==> config.mk <==
export PLATFORM = sky130hd
export DESIGN_NAME = sort4_scheduler
export DESIGN_NICKNAME = d
export VERILOG_FILES = /design/src/rtl/sort4_pkg.sv /design/src/rtl/eight_bit_comparator.sv /design/src/rtl/sort4_scheduler.sv
export SDC_FILE = /design/constraint.sdc
export NUM_CORES = 1
export LEC_CHECK = 0
export BUFFER_PORTS_ARGS = -buffer_cell sky130_fd_sc_hd__buf_2
export CAP_MARGIN = 30
export CORE_ASPECT_RATIO = 1.5
export CORE_MARGIN = 1
export CORE_UTILIZATION = 50
export DETAILED_ROUTE_END_ITERATION = 8
export HOLD_SLACK_MARGIN = 0.08
export PLACE_DENSITY = 0.72
export SETUP_SLACK_MARGIN = 0.02
export SYNTH_ARGS = -nofsm -noshare
export SYNTH_HDL_FRONTEND = slang
export SYNTH_SLANG_ARGS = --single-unit
==> constraint.sdc <==
create_clock -name clk -period 4.43 [get_ports clk]
set_input_delay 0.6645 -clock clk [delete_from_list [all_inputs] [get_ports clk]]
set_output_delay 0.6645 -clock clk [all_outputs]
set_load 0.05 [all_outputs]
==> src/rtl/sort4_pkg.sv <==
// Shared types and constants for the 4-lane byte sorter: FSM encoding and
// the compare-swap network pair tables.
package sort4_pkg;

    typedef enum logic [1:0] {
        IDLE = 2'd0,
        SORT = 2'd1,
        DONE = 2'd2
    } state_e;

    localparam int NUM_STEPS = 5;
    localparam int LANE_W    = 8;

    // Packed tables, entry s at bits [2s+1:2s]: s0=(0,1) s1=(2,3) s2=(0,2) s3=(1,3) s4=(1,2)
    localparam logic [2*NUM_STEPS-1:0] PAIR_I = {2'd1, 2'd1, 2'd0, 2'd2, 2'd0};
    localparam logic [2*NUM_STEPS-1:0] PAIR_J = {2'd2, 2'd3, 2'd2, 2'd3, 2'd1};

    function automatic logic [1:0] pair_i(input logic [2:0] s);
        int unsigned idx;
        idx = 32'(s) * 2;
        if (32'(s) < NUM_STEPS) return PAIR_I[idx +: 2];
        return 2'd0;
    endfunction

    function automatic logic [1:0] pair_j(input logic [2:0] s);
        int unsigned idx;
        idx = 32'(s) * 2;
        if (32'(s) < NUM_STEPS) return PAIR_J[idx +: 2];
        return 2'd1;
    endfunction

endpackage

==> src/rtl/eight_bit_comparator.sv <==
// Combinational unsigned 8-bit magnitude comparator: exactly one of g/e/l
// is high for any pair of operands.
module eight_bit_comparator (
    input  logic [7:0] a,
    input  logic [7:0] b,
    output logic       g,
    output logic       e,
    output logic       l
);

    assign g = (a > b);
    assign e = (a == b);
    assign l = (a < b);

endmodule

==> src/rtl/sort4_scheduler.sv <==
// Sorts four unsigned bytes with a 5-step compare-swap network that reuses a
// single comparator, one step per clock.
module sort4_scheduler
    import sort4_pkg::*;
(
    input  logic        clk,
    input  logic        rst,
    input  logic        in_valid,
    output logic        in_ready,
    input  logic [31:0] in_data,
    input  logic        in_mode,
    output logic        out_valid,
    input  logic        out_ready,
    output logic [31:0] out_data,
    output logic [2:0]  swap_count,
    output logic        busy
);

    state_e              state_q;
    logic [2:0]          step_q;
    logic                mode_q;
    logic [LANE_W-1:0]   lane_q [4];
    logic [LANE_W-1:0]   lane_d [4];
    logic [2:0]          swap_q;
    logic                out_valid_q;

    logic [1:0]          idx_i;
    logic [1:0]          idx_j;
    logic [LANE_W-1:0]   cmp_a;
    logic [LANE_W-1:0]   cmp_b;
    logic                cmp_g;
    logic                cmp_e;
    logic                cmp_l;
    logic                do_swap;

    assign idx_i = pair_i(step_q);
    assign idx_j = pair_j(step_q);
    assign cmp_a = lane_q[idx_i];
    assign cmp_b = lane_q[idx_j];

    eight_bit_comparator u_cmp (
        .a (cmp_a),
        .b (cmp_b),
        .g (cmp_g),
        .e (cmp_e),
        .l (cmp_l)
    );

    // Equal operands never swap, which keeps the network stable.
    assign do_swap = !cmp_e && (mode_q ? cmp_l : cmp_g);

    always_comb begin
        for (int k = 0; k < 4; k++) begin
            lane_d[k] = lane_q[k];
            if (do_swap) begin
                if (2'(k) == idx_i)      lane_d[k] = cmp_b;
                else if (2'(k) == idx_j) lane_d[k] = cmp_a;
            end
        end
    end

    always_ff @(posedge clk) begin
        if (rst) begin
            state_q     <= IDLE;
            step_q      <= 3'd0;
            mode_q      <= 1'b0;
            swap_q      <= 3'd0;
            out_valid_q <= 1'b0;
            for (int k = 0; k < 4; k++) lane_q[k] <= '0;
        end else begin
            case (state_q)
                IDLE: begin
                    if (in_valid) begin
                        for (int k = 0; k < 4; k++) lane_q[k] <= in_data[8*k +: 8];
                        mode_q  <= in_mode;
                        swap_q  <= 3'd0;
                        step_q  <= 3'd0;
                        state_q <= SORT;
                    end
                end
                SORT: begin
                    for (int k = 0; k < 4; k++) lane_q[k] <= lane_d[k];
                    if (do_swap) swap_q <= swap_q + 3'd1;
                    if (step_q == 3'(NUM_STEPS - 1)) begin
                        step_q      <= 3'd0;
                        out_valid_q <= 1'b1;
                        state_q     <= DONE;
                    end else begin
                        step_q <= step_q + 3'd1;
                    end
                end
                DONE: begin
                    if (out_ready) begin
                        out_valid_q <= 1'b0;
                        state_q     <= IDLE;
                    end
                end
                default: state_q <= IDLE;
            endcase
        end
    end

    assign in_ready   = (state_q == IDLE);
    assign busy       = (state_q == SORT);
    assign out_valid  = out_valid_q;
    assign out_data   = {lane_q[3], lane_q[2], lane_q[1], lane_q[0]};
    assign swap_count = swap_q;

endmodule

==> flow_summary.yaml, run 1 <==
cts:
  clock-root-buffer: "clkbuf_8"
  clkSlewWorstSetupHoldPaths_ns: 0.09
  htreeDepth: 2
  numCtsBuffers: 5
  cts_buffer_depth: 2
  cts_sinks: 42
  clock_latency_ns: 0.31
  cts_tree: "done"
routing:
  avgRoutedWirePerCell_um: 19.1
  drt_iter0_markers: 187
  wl_met3_um: 794
  met1Wirelength_um: 3440
  drc: 0
  vias: 3087
  routed_via_density: 6.27
  routed.top_layer: "met4"
  dr.pass1.iters: 5
  dr_wl_met2_um: 4730
  finalWirelength_um: 9390
  antenna_left: 0
worst_setup_path:
  crit_top_cell: "a21o_1"
  cp.required_ns: 4.45
  endpoint_kind: "flop"
  crit_family: "compound AO/OA/AOI/OAI gates"
  crit_path_top_delay_cell: "dfxtp_2"
  path_max_fanout: 9
  critPathLaunchType: "flop"
  critical_path_class: "reg2reg"
  max_stage_delay_ns: 0.42
  crit_arrival_ns: 4.24
  crit_buf_inv: 3
  crit_chain: "inv_1 -> ha_1 -> and4bb_4 -> a21o_1 -> a222oi_1 -> nand2_1 -> inv_1 -> ha_1 -> a21o_1 -> a21o_1 -> a211o_1 -> a31oi_1 -> a21oi_2 -> mux2i_4 -> a32oi_1 -> buf_4"
synthesis:
  netlist_instances: 336
  synth_fp_nets: 386
  syn_area_um2: 3090
  async_flop_share_pct: 0
  yosys_warnings: 0
  synth_seq_cells: 42
  syn_area_per_cell_um2: 9.19
  yosys_most_used_dff: "edfxtp_1"
  yosysUniqueCellTypes: 56
  yosysSeqAreaShare_pct: 37.6
  synth-edff-count: 32
pwr:
  peakVddDrop_mv: 0.255
  power.density_nw_per_um2: 425
  power.leakage_nw: 1.68
  seqPwrFrac_pct: 34.3
  p_sw_uw: 654
  clock_power_share_pct: 23.0
  p_int_uw: 944
  p_comb_share_pct: 42.7
  p_sw_share_pct: 40.9
placement:
  place_hpwl_um: 7060
  numPortBuffers: 74
  place.gp.congestion: 0.941
  place_ws_ns: 0.147
finish:
  final_layout_size_suffix_gt1_share_pct: 28.8
  n_antenna_cell: 0
  syn_to_final_growth_pct: 21.7
  nets: 469
global_routing:
  grt_pass1_wl_um: 15000
  grtUsageTotal_pct: 30.9
  grt_pass1_vias: 3054
  grt_max_degree: 25
  antenna_found_initial: 0
  grt_overflow_total: 0
sta:
  fin_crit_ns: 4.23
  fmax_mhz: 237
  fin_tns_setup_ns: 0
  hold_viol: 0
  grt_setup_unrepaired: "no"
  postLayoutSetupSlackWorst_ns: 0.202
  finalSetupViolCount: 0
  period_share_pct: 95.4
  slew_headroom_pct: 52.2
  worstMarginPinSlew_ns: 0.715
  final_max_slew_viol_count: 0
  skew_ns: 0.00616
floorplan:
  num_rows: 34
  die_h_um: 98.2
  io_pins: 75
  fp.dieArea_um2: 6500
  die_width_um: 66.2
  core_um2: 5870
  start_util_pct: 52.6
outcome:
  status: "completed"
worst_hold_path:
  min_path_type: "reg2reg"
flow_run:
  maxCapViolCount: 0
[repair_timing]
item,4_1_cts,5_1_grt
setup buffers,0,0
setup endpoints to repair,0,32
gates resized for setup,0,3
hold buffers,0,0
[metrics by stage]
stage	instances	total power, mW	util (%)	hold WS, ns	area (µm²)
after floorplan	336	1.04	-	0.500	3090
after detailed placement	484	1.23	61.6	0.471	3620
after global placement	483	1.22	61.4	0.472	3600
final	492	1.60	64.0	0.476	3760
after CTS	492	1.59	63.9	0.483	3750
after global routing	492	1.66	64.0	0.528	3760
[routing by layer]
metal | global-route usage (%) | vias to the layer above
li1 | - | 1432
met1 | 36.9 | 1452
met2 | 51.2 | 167
met3 | 5.14 | 36
met4 | 17.3 | 0
met5 | 0 | -
[flip-flops by register name, summed over array words and instances, names as in the netlist]
| name | cells |
|---|---|
| out_valid | 1 |
| state_q | 2 |
| step_q | 3 |
| lane_q | 32 |
| swap_count | 3 |
| mode_q | 1 |
[synthesized netlist by cell type, types with 7 or more instances]
cell type | instances | share of area (%)
clkbuf_1 | 13 | 1.6
dfxtp_1 | 10 | 6.5
nor2_1 | 36 | 4.4
inv_1 | 7 | 0.85
a222oi_1 | 7 | 2.3
o21ai_0 | 8 | 1.3
nand3_1 | 7 | 1.1
edfxtp_1 | 32 | 31
nand2_1 | 53 | 6.4
mux2i_1 | 19 | 6.2
o21ai_1 | 16 | 2.6
nor3_1 | 7 | 1.1
a21oi_1 | 23 | 3.7
ha_1 | 13 | 5.3
[path summary, 6_finish.rpt]
kind	start	endpoint	slack, ns	depth (start not counted)
worst max-delay path	step_q[0]	lane_q[1][5]	0.20	16
worst min-delay path	swap_count[2]	swap_count[2]	0.48	2
worst min register to register	swap_count[2]	swap_count[2]	0.48	2
worst max register to register	step_q[0]	lane_q[1][5]	0.20	16
[kinds of logic (layout without fill, tap and decap cells)]
group | Yosys count | after routing | synth area share (%)
DFF | 42 | 42 | 37.6
buffers and inverters | 25 | 109 | 3.53
muxes | 27 | 27 | 11.0
adders and majority gates | 13 | 13 | 5.27
AOI/OAI and AO/OA | 101 | 101 | 23.3
and+or+nand+nor | 128 | 128 | 19.2
[power groups by stage]
stage | sequential (mW) | clock (mW) | combinational (mW)
3_5_place_dp | 0.554 | 0 | 0.674
2_1_floorplan | 0.717 | 0 | 0.318
5_1_grt | 0.553 | 0.382 | 0.728
6_report | 0.547 | 0.368 | 0.683
3_3_place_gp | 0.552 | 0 | 0.666
4_1_cts | 0.545 | 0.368 | 0.678
[worst min-delay path: cells and delay by family (launching register included)]
kind	cells	cell delay (ns)
and+or+nand+nor	1	0.05
muxes	1	0.05
DFF	1	0.33
[cell usage in the layout (no fill, tap or decap), types with 8 or more instances in the layout]
master / n
o21ai_0: 8
mux2i_1: 19
a21oi_1: 23
nand2_1: 53
edfxtp_1: 32
nor2_1: 35
o21ai_1: 16
buf_4: 18
buf_2: 74
dfxtp_1: 8
ha_1: 13
[area by class of cell]
class	instances	area (µm²)
repair buffers	93	520
well taps	72	90.1
clock buffers	5	68.8
inverters	8	30.0
multi-input cells	269	1820
fillers	530	2110
clock inverters	3	63.8
flip-flops and latches	42	1160
No activity file was read; power rests on OpenSTA's default activity.
==> run 2, diff against run 1 <==
GPL_TIMING_DRIVEN = 0   (was default)
MAX_ROUTING_LAYER = met4   (was default)
==> run 2 against run 1 <==
Fmax shrank 0.91%; first-iteration DRC count shrank 0.53%; critical path depth up 2; largest cell class unchanged; largest power group unchanged.
==> flow_summary.yaml, run 2 (synthesis gave the netlist of run 1 again) <==
finish:
  largest_reg_flops: 32
  regArea_um2: 1160
  fin_area_um2: 3850
  regMostFlops: "lane_q"
  multiInputGateArea_um2: 1930
  nets: 473
  syn_to_final_growth_pct: 24.7
  final_common_cell: "buf_2"
  final_cell_count_no_fill: 496
  n_antenna_cell: 0
  n_fill_cell: 510
  final_layout_size_suffix_gt1_share_pct: 28.8
  layout_common_cells: "buf_2, nand2_1, nor2_1"
pwr:
  power.leakage_nw: 1.67
  power.density_nw_per_um2: 396
  peakVddDrop_mv: 0.229
worst_setup_path:
  critPathLaunchType: "flop"
  crit_buf_inv: 4
  crit_arrival_ns: 4.28
  max_stage_delay_ns: 0.42
  crit_chain: "inv_1 -> ha_2 -> and4bb_4 -> nor2_2 -> buf_6 -> mux2i_1 -> a2bb2oi_2 -> o21a_1 -> ha_1 -> a21o_1 -> a21o_1 -> a211o_1 -> a31oi_1 -> a21oi_2 -> mux2i_4 -> buf_12 -> a32oi_4 -> buf_12"
  crit_path_top_delay_cell: "dfxtp_2"
  path_max_fanout: 10
  cp.required_ns: 4.45
  critical_path_class: "reg2reg"
  crit_family: "compound AO/OA/AOI/OAI gates"
  endpoint_kind: "flop"
floorplan:
  start_util_pct: 52.6
  die_h_um: 98.2
  core_um2: 5870
  io_pins: 75
  fp.dieArea_um2: 6500
  die_width_um: 66.2
  num_rows: 34
cts:
  clock_latency_ns: 0.30
  clkSlewWorstSetupHoldPaths_ns: 0.09
  htreeDepth: 2
  cts_sinks: 42
  cts_hold_buffers: 0
  clock-root-buffer: "clkbuf_8"
  cts_buffer_depth: 2
  cts_tree: "done"
  numCtsBuffers: 5
worst_hold_path:
  min_path_type: "reg2reg"
sta:
  finalSetupViolCount: 0
  period_share_pct: 96.3
  fin_crit_ns: 4.27
  final_max_slew_viol_count: 0
  slew_headroom_pct: 33.3
  hold_viol: 0
  worstMarginPinSlew_ns: 0.997
  fin_tns_setup_ns: 0
  grt_setup_unrepaired: "no"
  whs_ns: 0.473
  skew_ns: 0.0116
  fmax_mhz: 234
routing:
  routed_via_density: 6.28
  vias: 3117
  drt_iter0_markers: 186
  drc: 0
  antenna_left: 0
  finalWirelength_um: 9920
  avgRoutedWirePerCell_um: 20.0
  dr.pass1.iters: 5
placement:
  place_hpwl_um: 7050
  place.gp.congestion: 0.925
  numPlacedInstances: 481
  dpl-instance-area_um2: 3540
  numPortBuffers: 73
global_routing:
  grt_pass1_vias: 3129
  grt_pass1_wl_um: 15500
  grtUsageTotal_pct: 33.1
  grt_overflow_total: 0
  grt_max_degree: 13
  antenna_found_initial: 0
flow_run:
  maxCapViolCount: 0
outcome:
  status: "completed"
[run 2: cell types whose count changed in the layout (fill, tap and decap cells not counted), sizes merged]
cell and delta:
buf -8, bufinv -2, clkbuf +15, clkinv -1
[run 2: worst reg2reg max path: stages (launching register included)]
cell and delay, ns:
dfxtp_2 0.42, inv_1 0.10, ha_2 0.23, and4bb_4 0.22, nor2_2 0.17, buf_6 0.20, mux2i_1 0.26, a2bb2oi_2 0.10
o21a_1 0.17, ha_1 0.31, a21o_1 0.19, a21o_1 0.19, a211o_1 0.34, a31oi_1 0.19, a21oi_2 0.12, mux2i_4 0.22
buf_12 0.16, a32oi_4 0.21, buf_12 0.18
[run 2: per-layer routing]
| metal | GRT usage, % | wire length, µm |
|---|---|---|
| met5 | - | 0 |
| met1 | 36.8 | 3590 |
| met2 | 54.9 | 5120 |
| met3 | 4.21 | 700 |
| met4 | 19.6 | 503 |
[run 2: cell type report]
class	count	area share, %
inverter	8	0.780
timing repair buffer	81	12.4
sequential	42	30.2
tap	72	2.34
clock buffer	8	2.08
buffer	16	2.08
multi-input combinational	269	50.1
[run 2: report_power, final]
group	internal [mW]	total, mW	switching, mW
combinational	0.249	0.724	0.474
sequential	0.493	0.545	0.0529
clock	0.112	0.255	0.142
total	0.854	1.52	0.669
[run 2: worst paths after layout]
path                  from            end  slack, ns  cells past startpoint
max              step_q[0]   lane_q[1][6]       0.16                     18
min reg2reg  swap_count[2]  swap_count[2]       0.47                      2
max reg2reg      step_q[0]   lane_q[1][6]       0.16                     18
min          swap_count[2]  swap_count[2]       0.47                      2
[run 2: timing repair]
action | in CTS | in global routing
buffers inserted | 8 | 0
pin swaps | 4 | 0
endpoints found under the setup margin | 32 | 33
resized for setup | 10 | 12
[run 2: metrics by stage]
stage               power [mW]  worst slack [ns]  utilization (%)
floorplan                 1.04             0.367                -
global placement          1.19            -0.578             60.3
detailed placement        1.20            -0.645             60.3
CTS                       1.50            0.0234             64.9
global route              1.58            0.0304             65.6
finish                    1.52             0.163             65.6
==> run 3, diff against run 2 <==
CORE_UTILIZATION = 49   (was 50)
PLACE_DENSITY = 0.74   (was 0.72)
clock period = 3.9 ns   (was 4.43 ns; I/O delays follow)
==> run 3 against run 2 <==
Register-to-register slack got worse by 0.03 ns; cell count increased by 3.4%; critical endpoint is now lane_q[1][2]; critical path type unchanged; count of clock-buffer cells in the layout decreased by 2.
==> flow_summary.yaml, run 3 (synthesis gave the netlist of run 1 again) <==
pwr:
  power.density_nw_per_um2: 431
  p_comb_share_pct: 49.5
  p_int_mw: 1.01
  clock_power_share_pct: 15.7
  peakVddDrop_mv: 0.295
  p_sw_uw: 774
  seqPwrFrac_pct: 34.8
  finalPower_mw: 1.78
  p_sw_share_pct: 43.4
  power.leakage_nw: 1.76
sta:
  finalSetupViolCount: 0
  worstMarginPinSlew_ns: 0.953
  final_max_slew_viol_count: 0
  slew_headroom_pct: 36.3
  period_share_pct: 96.7
  skew_ns: 0.0116
  postLayoutSetupSlackWorst_ns: 0.130
  grt_setup_unrepaired: "no"
  whs_ns: 0.484
  hold_viol: 0
  fmax_mhz: 265
  fin_crit_ns: 3.77
cts:
  numCtsBuffers: 5
  cts_tree: "done"
  cts_hold_buffers: 0
  cts_buffer_depth: 2
  cts_sinks: 42
  clkSlewWorstSetupHoldPaths_ns: 0.08
  clock-root-buffer: "clkbuf_8"
  htreeDepth: 2
  clock_latency_ns: 0.30
global_routing:
  grtUsageTotal_pct: 32.0
  grt_pass1_wl_um: 15200
  grt_max_degree: 13
  antenna_found_initial: 0
  grt_overflow_total: 0
  grt_pass1_vias: 3109
placement:
  numPlacedInstances: 483
  place_hpwl_um: 7050
  numPortBuffers: 73
  place.gp.congestion: 0.941
  place_ws_ns: -0.687
routing:
  dr.pass1.iters: 7
  avgRoutedWirePerCell_um: 19.7
  antenna_left: 0
  routed_via_density: 6.36
  routed.top_layer: "met4"
  vias: 3263
  dr_wl_met2_um: 5110
  wl_met3_um: 633
  finalWirelength_um: 10100
  drt_iter0_markers: 308
  drc: 0
  met1Wirelength_um: 3700
finish:
  final_cell_count_no_fill: 513
  syn_to_final_growth_pct: 34.1
  final_common_cell: "buf_2"
  layout_common_cells: "buf_2, nand2_1, nor2_1"
  largest_reg_flops: 32
  n_antenna_cell: 0
  utilization_pct: 67.5
  final_layout_size_suffix_gt1_share_pct: 35.5
  nets: 488
  n_fill_cell: 496
  regMostFlops: "lane_q"
floorplan:
  die_width_um: 66.8
  num_rows: 35
  fp.dieArea_um2: 6630
  start_util_pct: 50.3
  die_h_um: 99.2
  core_um2: 6130
  io_pins: 75
worst_setup_path:
  crit_top_cell: "a21o_1"
  critical_path_class: "reg2reg"
  path_max_fanout: 8
  crit_arrival_ns: 3.79
  crit_chain: "inv_6 -> ha_4 -> nor3_1 -> a21o_1 -> nand2_1 -> nand2_1 -> inv_1 -> ha_2 -> a21o_1 -> a21o_1 -> a211o_1 -> a31oi_1 -> a21oi_2 -> mux2i_4 -> buf_6 -> a32oi_4 -> buf_12"
  endpoint_kind: "flop"
  cp.required_ns: 3.92
  crit_path_top_delay_cell: "dfxtp_4"
  max_stage_delay_ns: 0.39
  critPathLaunchType: "flop"
worst_hold_path:
  min_path_type: "reg2reg"
outcome:
  status: "completed"
flow_run:
  maxCapViolCount: 0
[run 3: critical path, delay by kind of cell, from the launching register on]
kind                       cells  cell delay, ns
AOI/OAI and AO/OA              7            1.45
and+or+nand+nor                3            0.62
buffers and inverters          4            0.44
DFF                            1            0.39
adders and majority gates      2            0.35
muxes                          1            0.22
[run 3: final timing paths]
path	from	endpoint	slack, ns	depth (start not counted)
max	step_q[0]	lane_q[1][2]	0.13	17
min	swap_count[1]	swap_count[1]	0.48	2
max reg2reg	step_q[0]	lane_q[1][2]	0.13	17
min reg2reg	swap_count[1]	swap_count[1]	0.48	2
[run 3: power by group through the flow]
stage               Combinational [mW]  Clock, mW  Sequential (mW)
floorplan                        0.380          0            0.814
global placement                 0.746          0            0.625
detailed placement               0.751          0            0.626
CTS                              0.828      0.281            0.615
global route                     0.927      0.300            0.627
finish                           0.882      0.279            0.621
[run 3: layout make-up]
class                   instances  area (µm²)  share of cell area, %
plain buffers                  16        87.6                   2.12
clock buffers                   6        72.6                   1.75
clock inverters                 2        8.76                  0.212
inverters                       8        37.5                  0.907
multi-input cells             269        2080                   50.2
flip-flops and latches         42        1170                   28.2
well taps                      74        92.6                   2.24
repair buffers                 96         596                   14.4
[run 3: per-layer routing]
layer  vias up  global-route usage [%]
met2       192                    52.3
li1       1470                       -
met5         -                       -
met4         0                    20.5
met3        57                    4.47
met1      1544                    35.6
[run 3: timing repair]
action / CTS / global route
pin swaps: 8 / 17
setup buffers: 17 / 7
setup endpoints to repair: 35 / 32
gates resized for setup: 29 / 24
[run 3: per-stage QoR]
| stage | cell area, µm² | TNS, ns |
|---|---|---|
| 5_1_grt | 4140 | 0 |
| 4_1_cts | 4000 | 0 |
| 2_1_floorplan | 3160 | 0 |
| 3_3_place_gp | 3620 | -21.01 |
| 6_report | 4140 | 0 |
| 3_5_place_dp | 3620 | -22.38 |
